--- config.mk ---
export PLATFORM = sky130hd
export DESIGN_NAME = oled_fighter_renderer
export DESIGN_NICKNAME = d
export VERILOG_FILES = /design/src/rtl/oled_pkg.sv /design/src/rtl/oled_index_to_xy.sv /design/src/rtl/oled_fighter_renderer.sv
export SDC_FILE = /design/constraint.sdc
export NUM_CORES = 1
export LEC_CHECK = 0
export ABC_CLOCK_PERIOD_IN_PS = 5850
export BUFFER_PORTS_ARGS = -buffer_cell sky130_fd_sc_hd__buf_2
export CORE_UTILIZATION = 35
export DETAILED_ROUTE_END_ITERATION = 16
export PLACE_DENSITY = 0.58
export SETUP_SLACK_MARGIN = 0.2
export SLEW_MARGIN = 20
export SYNTH_ARGS = -nofsm -noshare
export SYNTH_HDL_FRONTEND = slang
export SYNTH_SLANG_ARGS = --single-unit
--- constraint.sdc ---
create_clock -name clk -period 5.85 [get_ports clk]
set_clock_uncertainty 0.1 [all_clocks]
set_input_delay 1.17 -clock clk [delete_from_list [all_inputs] [get_ports clk]]
set_output_delay 1.17 -clock clk [all_outputs]
set_load 0.02 [all_outputs]
--- src/rtl/oled_pkg.sv ---
// Shared screen geometry, RGB565 colours and helpers for the OLED pixel-source renderers.
package oled_pkg;

    localparam int SCR_W   = 96;
    localparam int SCR_H   = 64;
    localparam int NPIX    = 6144;
    // Only referenced when the floor option (OLED_FLOOR_EN) is compiled in.
    localparam int FLOOR_Y = 60;

    typedef logic [15:0] rgb565_t;

    localparam rgb565_t COL_BLACK = 16'h0000;
    localparam rgb565_t COL_BLUE  = 16'h001F;
    localparam rgb565_t COL_RED   = 16'hF800;
    localparam rgb565_t COL_GREEN = 16'h07E0;
    localparam rgb565_t COL_GREY  = 16'h4208;
    localparam rgb565_t COL_WHITE = 16'hFFFF;
    localparam rgb565_t COL_BROWN = 16'h8200;

    function automatic logic [5:0] clamp_hp(input logic [5:0] hp, input logic [5:0] hp_max);
        return (hp > hp_max) ? hp_max : hp;
    endfunction

endpackage

--- src/rtl/oled_index_to_xy.sv ---
// Registered split of a row-major pixel index into (x, y) on the 96x64 panel.
// Out-of-range indices raise oor_o and report (0, 0).
module oled_index_to_xy
    import oled_pkg::*;
(
    input  logic        clk,
    input  logic        reset,
    input  logic [12:0] index_i,
    output logic [6:0]  x_o,
    output logic [5:0]  y_o,
    output logic        oor_o
);

    logic [6:0] x_d, x_q;
    logic [5:0] y_d, y_q;
    logic       oor_d, oor_q;

    // index/96 = (index/32)/3; n*171>>9 equals n/3 exactly for n < 512.
    always_comb begin
        oor_d = (index_i >= 13'(NPIX));
        y_d   = 6'((17'(index_i[12:5]) * 17'd171) >> 9);
        x_d   = 7'(index_i - 13'(y_d) * 13'd96);
        if (oor_d) begin
            x_d = '0;
            y_d = '0;
        end
    end

    always_ff @(posedge clk) begin
        if (reset) begin
            x_q   <= '0;
            y_q   <= '0;
            oor_q <= 1'b0;
        end else begin
            x_q   <= x_d;
            y_q   <= y_d;
            oor_q <= oor_d;
        end
    end

    assign x_o   = x_q;
    assign y_o   = y_q;
    assign oor_o = oor_q;

endmodule

--- src/rtl/oled_fighter_renderer.sv ---
// Fight-scene pixel source: two fighter boxes, two health bars, hit flash; 2-clk index-to-colour latency.
// Optional OLED_FLOOR_EN paints uncovered rows y >= FLOOR_Y brown.
module oled_fighter_renderer
    import oled_pkg::*;
#(
    parameter int FW           = 12,
    parameter int FH           = 20,
    parameter int HP_MAX       = 40,
    parameter int HP_LOW       = 10,
    parameter int FLASH_FRAMES = 8
)(
    input  logic        clk,
    input  logic        reset,
    input  logic        frame_begin,
    input  logic [12:0] pixel_index,
    input  logic [6:0]  p1_x,
    input  logic [5:0]  p1_y,
    input  logic [6:0]  p2_x,
    input  logic [5:0]  p2_y,
    input  logic [5:0]  p1_hp,
    input  logic [5:0]  p2_hp,
    input  logic        hit1,
    input  logic        hit2,
    output logic [15:0] pixel_data
);

    logic [6:0] x_q;
    logic [5:0] y_q;
    logic       oor_q;

    oled_index_to_xy u_xy (
        .clk     (clk),
        .reset   (reset),
        .index_i (pixel_index),
        .x_o     (x_q),
        .y_o     (y_q),
        .oor_o   (oor_q)
    );

    logic [6:0] p1_x_q, p2_x_q;
    logic [5:0] p1_y_q, p2_y_q, p1_hp_q, p2_hp_q;
    logic [3:0] flash1_d, flash1_q, flash2_d, flash2_q;
    rgb565_t    pixel_d, pixel_q;

    // Scene state is only sampled at frame start so a frame never tears.
    always_ff @(posedge clk) begin
        if (reset) begin
            p1_x_q  <= '0;
            p1_y_q  <= '0;
            p2_x_q  <= '0;
            p2_y_q  <= '0;
            p1_hp_q <= '0;
            p2_hp_q <= '0;
        end else if (frame_begin) begin
            p1_x_q  <= p1_x;
            p1_y_q  <= p1_y;
            p2_x_q  <= p2_x;
            p2_y_q  <= p2_y;
            p1_hp_q <= p1_hp;
            p2_hp_q <= p2_hp;
        end
    end

    always_comb begin
        flash1_d = flash1_q;
        flash2_d = flash2_q;
        if (hit1)
            flash1_d = 4'(FLASH_FRAMES);
        else if (frame_begin && flash1_q != 4'd0)
            flash1_d = flash1_q - 4'd1;
        if (hit2)
            flash2_d = 4'(FLASH_FRAMES);
        else if (frame_begin && flash2_q != 4'd0)
            flash2_d = flash2_q - 4'd1;
    end

    logic [7:0] x8, y8, p1x8, p1y8, p2x8, p2y8;
    logic [5:0] hp1c, hp2c;
    logic       in_p1, in_p2, bar_row, p1_span, p2_span, p1_fill, p2_fill;

    // Box tests run in 8 bits so px+FW-1 cannot wrap back onto the left edge.
    always_comb begin
        x8    = {1'b0, x_q};
        y8    = {2'b00, y_q};
        p1x8  = {1'b0, p1_x_q};
        p1y8  = {2'b00, p1_y_q};
        p2x8  = {1'b0, p2_x_q};
        p2y8  = {2'b00, p2_y_q};
        in_p1 = (x8 >= p1x8) && (x8 <= p1x8 + 8'(FW - 1)) &&
                (y8 >= p1y8) && (y8 <= p1y8 + 8'(FH - 1));
        in_p2 = (x8 >= p2x8) && (x8 <= p2x8 + 8'(FW - 1)) &&
                (y8 >= p2y8) && (y8 <= p2y8 + 8'(FH - 1));

        hp1c    = clamp_hp(p1_hp_q, 6'(HP_MAX));
        hp2c    = clamp_hp(p2_hp_q, 6'(HP_MAX));
        bar_row = (y_q >= 6'd1) && (y_q <= 6'd3);
        p1_span = (x_q >= 7'd1) && (x_q <= 7'(HP_MAX));
        p2_span = (x_q >= 7'(SCR_W - 1 - HP_MAX)) && (x_q <= 7'(SCR_W - 2));
        p1_fill = (x_q <= {1'b0, hp1c});
        p2_fill = (x_q >= 7'(SCR_W - 1) - {1'b0, hp2c});
    end

    always_comb begin
        pixel_d = COL_BLACK;
        if (oor_q)
            pixel_d = COL_BLACK;
        else if (bar_row && p1_span)
            pixel_d = !p1_fill ? COL_GREY : (hp1c >= 6'(HP_LOW)) ? COL_GREEN : COL_RED;
        else if (bar_row && p2_span)
            pixel_d = !p2_fill ? COL_GREY : (hp2c >= 6'(HP_LOW)) ? COL_GREEN : COL_RED;
        else if (in_p1)
            pixel_d = (flash1_q != 4'd0 && flash1_q[0]) ? COL_WHITE : COL_BLUE;
        else if (in_p2)
            pixel_d = (flash2_q != 4'd0 && flash2_q[0]) ? COL_WHITE : COL_RED;
`ifdef OLED_FLOOR_EN
        else if (y_q >= 6'(FLOOR_Y))
            pixel_d = COL_BROWN;
`endif
    end

    always_ff @(posedge clk) begin
        if (reset) begin
            flash1_q <= '0;
            flash2_q <= '0;
            pixel_q  <= COL_BLACK;
        end else begin
            flash1_q <= flash1_d;
            flash2_q <= flash2_d;
            pixel_q  <= pixel_d;
        end
    end

    assign pixel_data = pixel_q;

endmodule

== Yosys cells after proc, flatten, opt, wreduce, memory -nomap -nowiden ==
Cells that the tools add are included.
Word-level totals
  bits in registers: 76
  input bits: 56
  output and inout bits: 16
Operators by class
  add/sub/neg operators: 8
  multiply operators: 2
  magnitude comparators: 21
  mux-type cells: 16
  reductions and logical operators: 23
Operator list (count)
  $mux 16: 9
  $ge 7x7->1: 3
  $add 7x4->8 const B: 2
  $le 7x8->1: 2
  $mux 4: 4
  $logic_and 1x1->1: 15
  $mul 8x8->15 const B: 1
  $add 6x5->7 const B: 2
  $le 6x7->1: 2
  $ge 13x13->1 const B: 1
  $ge 6x4->1 const B: 2
  $ge 6x6->1: 2
  $gt 6x6->1 const B: 2
  $mux 6: 2
  $mux 11: 1
  $reduce_bool 4->1: 2
  $reduce_or 2->1: 4
  $sub 4x1->4 const B: 2
  $ge 7x1->1 const B: 1
  $ge 7x6->1 const B: 1
  $le 7x6->1: 1
  $le 7x6->1 const B: 1
  $le 7x7->1 const B: 1
  $sub 7x6->7 const A: 1
  5 further kinds: 6

== Longest topological paths before layout ==
  word-level depth: 9
  gate-level depth with buffers: 15
  gate-level depth less buffers: 15

== Modules after synthesis ==
Synthesis repeated with hierarchy kept, for this count alone.
Unflattened totals
  cells, all modules: 621
  area total of the unflattened synthesis: 5531.6 um^2
Modules (own cells, without submodules)
  oled_fighter_renderer: instances 1, cells an instance 469, area an instance 4003.8 um^2, sequential area each 1041.0 um^2
  oled_index_to_xy: instances 1, cells an instance 152, area an instance 1527.7 um^2, sequential area each 280.3 um^2

== Worst setup path before layout ==
No wires, ideal clock.
  kind: input to register
  start point: in pixel_index[6]
  end point: reg u_xy.x_q[6], in the netlist u_xy.x_o[6]
  data arrival time: 4568 ps
  slack: 1118 ps
  stages: 13
  buffers on the path: 0
  cells stage by stage: ha_1 > fa_1 > fa_1 > fa_1 > ha_1 > or3_1 > or2_0 > mux2i_1 > nor2_2 > ha_1 > xor2_1 > xnor3_1 > nor2_1
On the way
  word-level cells in the longest chain between the ends: 3
  elaborated cells between the ends (all ways): 5
Ends and longest elaborated chain
  from (decl): line oled_fighter_renderer.sv:15  | input logic [12:0] pixel_index,
  $mul 8x8->15: line oled_index_to_xy.sv:21  | y_d = 6'((17'(index_i[12:5]) * 17'd171) >> 9);
  $mul 6x2->2: line oled_index_to_xy.sv:22  | x_d = 7'(index_i - 13'(y_d) * 13'd96);
  $sub 7x7->7: line oled_index_to_xy.sv:22
  to (signal assigned): line oled_index_to_xy.sv:31  | x_q <= '0;
  to (signal assigned): line oled_index_to_xy.sv:35  | x_q <= x_d;
  to (decl): line oled_index_to_xy.sv:14  | logic [6:0] x_d, x_q;
Several ways; a longest one is shown, not always the timed one.
A chain may end at the register's enable or synchronous reset.

== Final worst setup path ==
Ends and elaborated chain as after synthesis.

==> run summary <==
Commonest cells post-synth = ha_1, inv_1, dfxtp_1
number of synthesized flops with an enable pin = 0
VDD IR-drop max = 143 uV
# diodes = 0
Die Wd = 128 um
fin area = 6370 sq um
Syn Std Cell Area = 5600 sq um
global-route wire length before repair = 21400 um
final setup fails = 0
Tightest Hold Check Type = reg2reg
IO buf count = 71
drt drc = 0
Synth cell types = 58
Worst-Margin Slew = 0.957 ns
leakage = 3.12 nW
GR Util met3 = 2.41%
H-Tree Depth = 3
TritonCTS clock tree = yes
P_sw = 688 uW
Clk pwr share = 25.5%
post-route insts no fill = 893
slew margin rel. = 36.2%
GRT overflow = 0
Buffers & Inverters on Critical Path = 1
clock net sink count = 66
Total GRT Usage = 16.2%
Crit path required time = 6.01 ns
Avg Inst Size Synth = 9.05 sq um
vias per inst = 5.02
reg2reg end = pixel_data[14]
M2 GR Usage = 27.9%
main flop type after synthesis = dfxtp_1
Hold-fix buffers, CTS = 0
placed cell count = 880
Min-Delay Startpoint = p2_hp_q[0]
Max Cap Viol = 0
critical path fanouts, max = 6
outcome = finished, final reports clean
async set or reset register ratio after synthesis = 0%
final net count = 862
switching share of power = 36.4%
final core utilization = 41.3%
Pint = 1.20 mW
CTS Buffer Depth = 2
Area growth syn-to-layout = 13.7%
setup repair bufs after CTS = 0
Setup TNS Final = 0 ns
Logic pwr share = 44.0%
Seq cells post-synth = 66
Max Freq = 0.209 GHz
syn nets = 801
IO Pins = 72
Final Power = 1.89 mW
post-route ant nets = 0
Arr. time, crit path = 4.94 ns
initial antenna violation count = 1
layout cells sized above 1 = 13.3%
TritonCTS Buffers = 9
Clock Root Buffer = clkbuf_16
Placed Area = 6110 sq um
FF-to-FF setup slack = 2.56 ns
most common cell in the netlist = ha_1
hpwl dp = 9880 um
RR Startpoint = p1_x_q[0]
clock-pin slew on the worst setup and hold paths = 0.05 ns
cts repair resizes = 0
FP Rows = 45
pwr/cell area = 297 nW/um^2
post-synth top area share = 25.7%
Critical Path, Cell by Cell = buf_2, ha_1, fa_1, fa_1, fa_1, ha_1, or3_1, or2_0, mux2i_1, nor2_2, ha_1, xor2_1, xnor3_1, nor2_1
pin count of the biggest net entering global routing = 51
fin crit share = 81.7%
met1 Use GR = 20.5%
vias in the first global route = 4576
number of DRC markers in iteration 0 = 128
CP endpoint kind = register
final hold vios = 0
via count = 4484
worst slack, placed = 0.703 ns
R2R cell count = 12
WHS = 0.412 ns
Core ar. = 15400 sq um
Worst-Skew Late Latency = 0.33 ns
critical path type = in2reg
fin crit period = 4.78 ns
Gate Count Post-Synth = 619
Detailed Routing Iterations Pass 1 = 5
largest stage delay on the critical path = 0.54 ns
Die Y = 128 um
Synth warnings = 0
Max Slew Vio Count = 0
WHS Endpoint = p2_hp_q[0]
setup ws final = 1.07 ns
unrepaired setup endpoints after global routing = no
WL per Instance = 13.7 um
Crit-path slowest cell = fa_1
routability cong. = 0.814
Initial Utilization = 36.3%
Top Usage Layer GRT = met2
drt total wl = 12200 um
Yosys top cell by area = ha_1
sequential share of the synthesized area = 23.6%
CP startpoint kind = input pin
top cells by area, synth = ha_1, dfxtp_1, mux2i_1
die area = 16500 sq um
kind of cell adding the most delay to the critical path = adder cells
Hold Path Cell Cnt = 2
Reg power frac = 30.5%
cell usage in the layout, fill, tap and decap left out, drive strengths merged, types with 7 or more instances in the layout:
cell type,count
clkbuf,13
nor3,10
and2,12
ha,115
a21oi,25
o211ai,8
buf,72
dfxtp,66
mux2i,40
nor2,56
inv,71
o21ai,19
fa,11
xnor2,20
a21o,12
nand2,19
nand3,8
nor2b,8
o21a,11
xor2,7
layout make-up:
class | count | area (sq um)
multi-input combinational | 460 | 3890
tap | 211 | 264
inverter | 71 | 267
sequential | 66 | 1320
timing repair buffer | 72 | 363
clock buffer | 13 | 260
fill | 1598 | 9060
power by group through the flow:
stage                     clock network (mW)  logic (mW)  registers, mW
after floorplan                            0       0.649          0.574
after global placement                     0       0.804          0.584
after detailed placement                   0       0.834          0.588
after CTS                              0.497       0.842          0.578
after global routing                   0.518       0.958          0.586
final                                  0.481       0.831          0.576
layer usage:
layer / part of all wire, % / vias up / wire length, um
met3: 2.9 / 16 / 359
met5: 0.082 / - / 10
li1: - / 2306 / -
met2: 47 / 78 / 5720
met4: 1.6 / 2 / 198
met1: 49 / 2082 / 5940
sequential cells by signal (all words and copies together) (netlist names):
name        flops
u_xy.x_o        7
p2_x_q          7
p2_hp_q         6
p1_hp_q         6
u_xy.oor_o      1
p2_y_q          6
p1_y_q          6
flash2_q        4
u_xy.y_o        6
flash1_q        4
pixel_data      6
p1_x_q          7
worst max path at each step:
stage / start / end / slack [ns] / cells after the start
final: pixel_index[6] / u_xy.x_o[6] / 1.07 / 14
after global routing: pixel_index[6] / u_xy.x_o[6] / 0.88 / 14
after CTS: pixel_index[6] / u_xy.x_o[6] / 1.05 / 14
after detailed placement: pixel_index[6] / u_xy.x_o[6] / 0.70 / 14
after global placement: pixel_index[6] / u_xy.x_o[6] / 0.87 / 14
after floorplan: pixel_index[6] / u_xy.x_o[6] / 1.12 / 13
kinds of logic after synthesis:
kind of cell	synth area share, %
and+or+nand+nor	13.9
adders and majority gates	29.6
AOI/OAI and AO/OA	14.1
buffers and inverters	6.93
DFF	23.6
muxes	7.15
xor gates and xnor gates	4.62
worst min-delay path: stages (launching register included):
cell,delay [ns]
dfxtp_1,0.34
mux2i_1,0.07
nor2_1,0.07
No activity file was read; power rests on OpenSTA's default activity.
